==> src/rtl/hack_boot_ctrl.sv <==
// Boot sequencer for the Hack CPU.
// Holds the CPU in reset while a program image arrives as a byte stream:
//   N_hi, N_lo, N x (hi, lo), CSUM
// Each word is written to instruction ROM. CSUM must equal the 8-bit
// wrap-around sum of every preceding image byte. After a good checksum the
// CPU stays in reset for RST_HOLD more cycles and is then released.
// boot_req restarts the whole sequence from any state.
module hack_boot_ctrl #(
    parameter int ADDR_W   = 15,
    parameter int RST_HOLD = 4
) (
    input  logic              clk,
    input  logic              reset,
    input  logic              boot_req,
    input  logic [7:0]        rx_data,
    input  logic              rx_valid,
    output logic              rx_ready,
    output logic [ADDR_W-1:0] rom_addr,
    output logic [15:0]       rom_wdata,
    output logic              rom_we,
    output logic              cpu_reset,
    output logic              running,
    output logic              err,
    output logic [ADDR_W:0]   words
);

    typedef enum logic [2:0] {
        HDR_HI  = 3'd0,
        HDR_LO  = 3'd1,
        DATA_HI = 3'd2,
        DATA_LO = 3'd3,
        CSUM    = 3'd4,
        HOLD    = 3'd5,
        RUN     = 3'd6,
        ERROR   = 3'd7
    } state_t;

    // ROM capacity, held at 17 bits so that N (16 bits) compares without truncation.
    localparam logic [16:0] ROM_WORDS = 17'd1 << ADDR_W;
    localparam logic [7:0]  HOLD_INIT = 8'(RST_HOLD);

    state_t      state_r;
    state_t      state_n;
    logic [15:0] len_r;
    logic [7:0]  acc_r;
    logic [7:0]  hi_r;
    logic [7:0]  cnt_r;
    logic        accept_s;
    logic [16:0] hdr_len_s;
    logic [16:0] words_inc_s;

    // 8-bit wrap-around checksum step.
    function automatic logic [7:0] csum_add(input logic [7:0] acc, input logic [7:0] b);
        return acc + b;
    endfunction

    assign accept_s    = rx_valid && rx_ready;
    assign hdr_len_s   = {1'b0, len_r[15:8], rx_data};
    assign words_inc_s = 17'(words) + 17'd1;

    // Byte-accepting states take a byte unless a restart is being requested.
    always_comb begin
        rx_ready = 1'b0;
        case (state_r)
            HDR_HI, HDR_LO, DATA_HI, DATA_LO, CSUM: rx_ready = !boot_req;
            default:                                rx_ready = 1'b0;
        endcase
    end

    // Next-state logic; boot_req overrides everything.
    always_comb begin
        state_n = state_r;
        if (boot_req) begin
            state_n = HDR_HI;
        end else begin
            case (state_r)
                HDR_HI: begin
                    if (accept_s) state_n = HDR_LO;
                    else          state_n = state_r;
                end
                HDR_LO: begin
                    if (!accept_s)                  state_n = state_r;
                    else if (hdr_len_s > ROM_WORDS) state_n = ERROR;
                    else if (hdr_len_s == 17'd0)    state_n = CSUM;
                    else                            state_n = DATA_HI;
                end
                DATA_HI: begin
                    if (accept_s) state_n = DATA_LO;
                    else          state_n = state_r;
                end
                DATA_LO: begin
                    if (!accept_s)                         state_n = state_r;
                    else if (words_inc_s == {1'b0, len_r}) state_n = CSUM;
                    else                                   state_n = DATA_HI;
                end
                CSUM: begin
                    if (!accept_s)             state_n = state_r;
                    else if (rx_data == acc_r) state_n = HOLD;
                    else                       state_n = ERROR;
                end
                HOLD: begin
                    if (cnt_r <= 8'd1) state_n = RUN;
                    else               state_n = HOLD;
                end
                RUN:     state_n = RUN;
                ERROR:   state_n = ERROR;
                default: state_n = HDR_HI;
            endcase
        end
    end

    // State register.
    always_ff @(posedge clk or posedge reset) begin
        if (reset) state_r <= HDR_HI;
        else       state_r <= state_n;
    end

    // Datapath: header/length capture, checksum, ROM write strobe, hold counter, status outputs.
    always_ff @(posedge clk or posedge reset) begin
        if (reset) begin
            len_r     <= 16'd0;
            acc_r     <= 8'd0;
            hi_r      <= 8'd0;
            cnt_r     <= 8'd0;
            words     <= '0;
            rom_we    <= 1'b0;
            rom_addr  <= '0;
            rom_wdata <= 16'd0;
            cpu_reset <= 1'b1;
            running   <= 1'b0;
            err       <= 1'b0;
        end else begin
            rom_we    <= 1'b0;
            cpu_reset <= (state_n != RUN);
            running   <= (state_n == RUN);
            err       <= (state_n == ERROR);
            if (boot_req) begin
                len_r <= 16'd0;
                acc_r <= 8'd0;
                hi_r  <= 8'd0;
                cnt_r <= 8'd0;
                words <= '0;
            end else begin
                // The checksum byte itself is not part of the sum.
                if (accept_s && (state_r != CSUM)) acc_r <= csum_add(acc_r, rx_data);
                case (state_r)
                    HDR_HI:  if (accept_s) len_r[15:8] <= rx_data;
                    HDR_LO:  if (accept_s) len_r[7:0]  <= rx_data;
                    DATA_HI: if (accept_s) hi_r        <= rx_data;
                    DATA_LO: begin
                        if (accept_s) begin
                            rom_we    <= 1'b1;
                            rom_addr  <= words[ADDR_W-1:0];
                            rom_wdata <= {hi_r, rx_data};
                            words     <= words + {{ADDR_W{1'b0}}, 1'b1};
                        end
                    end
                    CSUM:    if (accept_s) cnt_r <= HOLD_INIT;
                    HOLD:    cnt_r <= cnt_r - 8'd1;
                    default: cnt_r <= cnt_r;
                endcase
            end
        end
    end

endmodule

==> config.mk <==
export PLATFORM = sky130hd
export DESIGN_NAME = hack_boot_ctrl
export DESIGN_NICKNAME = d
export VERILOG_FILES = /design/src/rtl/hack_boot_ctrl.sv
export SDC_FILE = /design/constraint.sdc
export NUM_CORES = 1
export LEC_CHECK = 0
export CAP_MARGIN = 20
export CELL_PAD_IN_SITES_DETAIL_PLACEMENT = 0
export CELL_PAD_IN_SITES_GLOBAL_PLACEMENT = 1
export CORE_ASPECT_RATIO = 1.25
export CORE_UTILIZATION = 49
export CTS_CLUSTER_DIAMETER = 80
export DETAILED_ROUTE_END_ITERATION = 8
export DONT_BUFFER_PORTS = 1
export GPL_TIMING_DRIVEN = 0
export HOLD_SLACK_MARGIN = 0.02
export PLACE_DENSITY = 0.89
export SYNTH_ARGS = -nofsm -noshare
export SYNTH_HDL_FRONTEND = slang
export SYNTH_SLANG_ARGS = --single-unit
==> constraint.sdc <==
create_clock -name clk -period 5.1 [get_ports clk]
set_clock_uncertainty 0.05 [all_clocks]
set_input_delay 1.53 -clock clk [delete_from_list [all_inputs] [get_ports clk]]
set_output_delay 1.53 -clock clk [all_outputs]
set_load 0.05 [all_outputs]
Word-level counts from Yosys, hierarchy flattened
Cells that the tools add are included.
{"block": "classes", "div": 0, "eq_ne": 14, "muxes": 30, "mul": 0, "n_addsub": 4, "reduce_logical": 19, "bitwise_logic": 1, "order_cmp": 2, "shifts": 0}
{"cell": "$mux W8", "count": 9}
{"cell": "$mux W16", "count": 4}
{"cell": "$mux W3", "count": 9}
{"cell": "$pmux W3 S8", "count": 1}
{"cell": "$eq A3 B3 Y1 const B", "count": 6}
{"cell": "$add A16 B1 Y17 const B", "count": 1}
{"cell": "$eq A17 B16 Y1", "count": 1}
{"cell": "$logic_not A17 Y1", "count": 1}
{"cell": "$add A16 B1 Y16 const B", "count": 1}
{"cell": "$gt A16 B16 Y1 const B", "count": 1}
{"cell": "$pmux W8 S2", "count": 1}
{"cell": "$reduce_bool A2 Y1", "count": 6}
{"cell": "$reduce_and A2 Y1", "count": 5}
{"cell": "$ne A3 B3 Y1 const B", "count": 3}
{"cell": "$add A8 B8 Y8", "count": 1}
{"cell": "$eq A8 B8 Y1", "count": 1}
{"cell": "$le A8 B1 Y1 const B", "count": 1}
{"cell": "$sub A8 B1 Y8 const B", "count": 1}
{"cell": "$eq A3 B2 Y1 const B", "count": 2}
{"cell": "$reduce_or A5 Y1", "count": 1}
{"cell": "$mux W1", "count": 4}
{"cell": "$mux W2", "count": 2}
{"cell": "$eq A3 B1 Y1 const B", "count": 1}
{"cell": "$logic_not A3 Y1", "count": 1}
{"cell": "5 further kinds", "count": 6}
{"block": "word_totals", "n_memories": 0, "ram_bits": 0, "reg_bits": 94, "latch_bits": 0, "in_bits": 12, "romBits": 0}

Longest topological paths before layout
{"block": "depth", "depth_word": 8, "ltp_mapped": 9, "mapped_depth_nobuf": 8}

Worst setup path before layout
OpenSTA, ideal clock, no wires.
{"block": "synth_timing", "path_type": "input to output", "start": "input boot_req", "end": "output rx_ready", "stages": 3, "arrival_ps": 2691, "path_slack_ps": 829, "path_buffers": 2, "required_ps": 3520, "cell_sequence": "clkbuf_1 > clkbuf_1 > a21oi_1"}
{"block": "synth_between", "elab_chain_len": 2}
{"item": "start: declaration", "line_no": "14", "rtl": "input logic boot_req,"}
{"item": "$logic_not A1 Y1", "line_no": "65", "rtl": "HDR_HI, HDR_LO, DATA_HI, DATA_LO, CSUM: rx_ready = !boot_req;"}
{"item": "$mux W1", "line_no": "64", "rtl": "case (state_r)"}
{"item": "end: declaration", "line_no": "17", "rtl": "output logic rx_ready,"}
Every way passes these cells.

Worst setup path in the final report
Same ends and word-level chain as after synthesis.

==> tab_implementation.tex <==
\begin{tabular}{lr}
\hline
Metric & Value \\
\hline
\multicolumn{2}{l}{\textbf{STA}} \\
Hold violation total from the final report & 0 \\
Pins over their slew limit & 0 \\
Post-layout worst setup margin & 562.4 ps \\
Maximum frequency from static timing analysis & 220.4 MHz \\
Setup repair after global routing missed its margin & false \\
Final setup violation count & 0 \\
Post-route clock period utilization & 0.8897 \\
Transition time at the pin with the least slew margin & 1049 ps \\
Hold slack & 421.7 ps \\
Min Clock Period, post-route & 4538 ps \\
Worst-case headroom to the max-slew limit & 0.3028 \\
Setup\_tns & 0 ps \\
\multicolumn{2}{l}{\textbf{Detailed routing}} \\
Drc violations & 0 \\
Overall via count from detail\_route & 4,022 \\
Post-detailed-route count of antenna-violating nets & 0 \\
DRT iter0 DRCs & 179 \\
Vias per inst & 5.804 \\
Average routed wire per standard cell & 18.06 µm \\
Total wire length & 12,520 µm \\
DRT Pass-1 Iters & 4 \\
\multicolumn{2}{l}{\textbf{Global routing}} \\
Vias in the first global route & 4,033 \\
Overall overflow remaining after global route & 0 \\
Global-route usage over all layers & 0.2563 \\
Wire length of the first global-routing pass & 20,720 µm \\
Antenna violations before repair & 0 \\
Maximum number of pins on one net before global-route repair & 53 \\
\multicolumn{2}{l}{\textbf{Power}} \\
Power per cell area & 326.4 nW/µm² \\
Peak supply drop & 0.1706 mV \\
Post-route total power & 1.786 mW \\
Leakage power figure & 2.578 nW \\
\multicolumn{2}{l}{\textbf{CTS}} \\
Total of cells resized after clock tree synthesis & 0 \\
Clk slew on worst S/H paths & 70 ps \\
TritonCTS clock tree & done \\
Post-cts hold buffer count & 0 \\
Setup repair bufs after CTS & 0 \\
Clock latency at the later pin of the worst-skew pair & 340 ps \\
Cell at the root of the clock tree & sky130\_fd\_sc\_hd\_\_clkbuf\_16 \\
CTS Buf Count & 9 \\
Maximum count of clock buffers along a single path & 2 \\
H-tree levels & 3 \\
Clock net sink count & 94 \\
\multicolumn{2}{l}{\textbf{Critical path}} \\
Critical path, cell by cell & clkbuf\_1 > clkbuf\_1 > a21oi\_1 \\
Category of the worst setup path launch point & primary input \\
Maximum fanout along the worst path & 10 \\
CP most frequent cell & sky130\_fd\_sc\_hd\_\_clkbuf\_1 \\
Largest stage delay, worst path & 880 ps \\
Standard cell with the maximum stage delay on the critical path & sky130\_fd\_sc\_hd\_\_a21oi\_1 \\
CP Class & in -> out \\
Data arrival time of the worst path & 2960 ps \\
Required time of the worst setup path & 3520 ps \\
Endpoint type of the worst setup path & output port \\
\multicolumn{2}{l}{\textbf{Floorplan}} \\
\# rows & 40 \\
Std-Cell Core Area & 9759 µm² \\
Area of the die & 10,570 µm² \\
Die Width & 92.16 µm \\
Effective utilization at floorplan & 0.5101 \\
Top-Level Pins & 64 \\
Y dimension of the die & 114.7 µm \\
\multicolumn{2}{l}{\textbf{Run status}} \\
Run status & finished, final reports clean \\
\multicolumn{2}{l}{\textbf{Place}} \\
Area after detailed placement & 5166 µm² \\
Worst setup slack before clock tree synthesis & 555.3 ps \\
Buffers on Ports & 0 \\
Placed wire-length estimate after detailed placement & 9077 µm \\
Global placement routability congestion & 0.8788 \\
Number of placed instances with taps included & 677 \\
\multicolumn{2}{l}{\textbf{Logic synthesis}} \\
Cell area after synthesis & 4979 µm² \\
Synth Register Bits & 94 \\
Prevailing post-synth register cell & sky130\_fd\_sc\_hd\_\_dfrtp\_1 \\
Number of unique standard cell types used by synthesis & 57 \\
Number of enable-type register cells in the synthesized netlist & 0 \\
Proportion of register bits with asynchronous set or reset after synthesis & 1.000 \\
Sequential share of the synthesized area & 0.4727 \\
Yosys warning count & 0 \\
Cell count after synthesis & 550 \\
Synth Net Count & 573 \\
Post-synthesis area per instance & 9.052 µm² \\
\multicolumn{2}{l}{\textbf{Cells and area}} \\
Fraction of final layout cells with drive strength greater than 1 & 0.07231 \\
Antenna diode count & 0 \\
P\&R area growth vs syn & 9.952\% \\
Area occupied by registers & 2354 µm² \\
Finished Layout Cells & 693 \\
Total number of nets in the final design & 585 \\
Multi-input gate area in the final layout & 2420 µm² \\
FILL cells & 872 \\
Share of the core filled with cells & 0.5609 \\
Final std cell area, no fill & 5474 µm² \\
\multicolumn{2}{l}{\textbf{Flow run}} \\
Number of max-cap violations & 0 \\
\multicolumn{2}{l}{\textbf{Hold path}} \\
Worst min-delay path class & reg -> reg \\
\hline
\end{tabular}
power breakdown:
part           internal, mW  switching, mW  total (mW)
registers             0.787          0.106       0.894
clock network         0.397          0.296       0.693
logic                0.0772          0.122       0.200
total                  1.26          0.525        1.79
Yosys cell counts (all sizes together), types with 3 or more instances:
master	number	area (µm²)
o21ai	31	155.1
nor4	7	80.07
xor2	9	78.83
nand2b	3	18.77
nor3	5	25.02
a21oi	21	105.1
nand4	7	43.79
mux2i	18	180.2
nand2	140	525.5
o31ai	10	75.07
clkbuf	25	95.09
xnor2	25	219.0
o41ai	5	43.79
a31oi	4	25.02
ha	10	125.1
dfrtp	93	2327
nor2	41	153.9
buf	14	72.57
a211oi	3	22.52
or3	3	18.77
or4	6	48.80
a21o	3	22.52
inv	10	37.54
nor2b	5	31.28
and3	4	25.02
o211ai	4	30.03
o311ai	6	52.55
nand3	14	87.59
cell type report:
type	count	area share
clock inverter	6	0.01257
tap	126	0.02880
buffer	39	0.03063
sequential	94	0.4299
inverter	10	0.007314
clock buffer	10	0.04366
multi-input combinational	407	0.4421
timing repair buffer	1	0.005029
registers in the layout (all words and copies together) (netlist names), 3 cells and up:
name and count:
acc_r 8, words 16, len_r 16, state_r 3
cnt_r 8, rom_addr 15, rom_wdata 16, hi_r 8
placed cells by master, fill, tap and decap left out, types with 4 or more instances in the layout:
| cell | count |
|---|---|
| sky130_fd_sc_hd__xor2_1 | 9 |
| sky130_fd_sc_hd__or4_1 | 5 |
| sky130_fd_sc_hd__a31oi_1 | 4 |
| sky130_fd_sc_hd__o31ai_1 | 10 |
| sky130_fd_sc_hd__ha_1 | 10 |
| sky130_fd_sc_hd__nand2_1 | 140 |
| sky130_fd_sc_hd__o211ai_1 | 4 |
| sky130_fd_sc_hd__inv_1 | 9 |
| sky130_fd_sc_hd__dfrtp_1 | 93 |
| sky130_fd_sc_hd__nor2_1 | 41 |
| sky130_fd_sc_hd__and3_1 | 4 |
| sky130_fd_sc_hd__mux2i_1 | 18 |
| sky130_fd_sc_hd__nor2b_1 | 5 |
| sky130_fd_sc_hd__nor3_1 | 5 |
| sky130_fd_sc_hd__a21oi_1 | 21 |
| sky130_fd_sc_hd__o21ai_0 | 29 |
| sky130_fd_sc_hd__nor4_1 | 4 |
| sky130_fd_sc_hd__o311ai_0 | 6 |
| sky130_fd_sc_hd__clkbuf_16 | 9 |
| sky130_fd_sc_hd__buf_2 | 10 |
| sky130_fd_sc_hd__nand4_1 | 7 |
| sky130_fd_sc_hd__xnor2_1 | 25 |
| sky130_fd_sc_hd__clkbuf_1 | 24 |
| sky130_fd_sc_hd__nand3_1 | 12 |
| sky130_fd_sc_hd__o41ai_1 | 5 |
routing by layer:
metal / vias up / wire length, µm / global-route usage
li1: 1914 / - / -
met1: 1977 / 5148 / 0.3090
met2: 106 / 6375 / 0.4413
met3: 25 / 727 / 0.07039
met4: 0 / 268 / 0.08750
met5: - / 0 / 0
critical path, delay by kind of cell:
family / cells / cell delay, ps
AOI/OAI and AO/OA: 1 / 880
buffers and inverters: 2 / 550
cells by family after synthesis:
kind of cell               after synthesis  synth area share
adders and majority gates               11           0.02915
DFF                                     94            0.4727
muxes                                   19           0.03845
and+or+nand+nor                        244            0.2272
xor gates and xnor gates                34           0.05981
buffers and inverters                   49           0.04122
AOI/OAI and AO/OA                       99            0.1314
worst paths after layout:
| path | slack, ps | from | end | cells after the start |
|---|---|---|---|---|
| worst max-delay path | 560 | boot_req | rx_ready | 3 |
| worst min-delay path | 420 | hi_r[1]$_DFFE_PP0P_ | rom_wdata[9]$_DFFE_PP0P_ | 2 |
| worst max register to register | 1960 | words[0]$_DFFE_PP0P_ | state_r[1]$_DFF_PP0_ | 8 |
| worst min register to register | 420 | hi_r[1]$_DFFE_PP0P_ | rom_wdata[9]$_DFFE_PP0P_ | 2 |
| max in group asynchronous | 3250 | reset | cpu_reset$_DFF_PP1_ | 2 |
| min in group asynchronous | 1070 | reset | words[7]$_DFFE_PP0P_ | 1 |
Note: power is estimated with default switching activity, not from simulation.
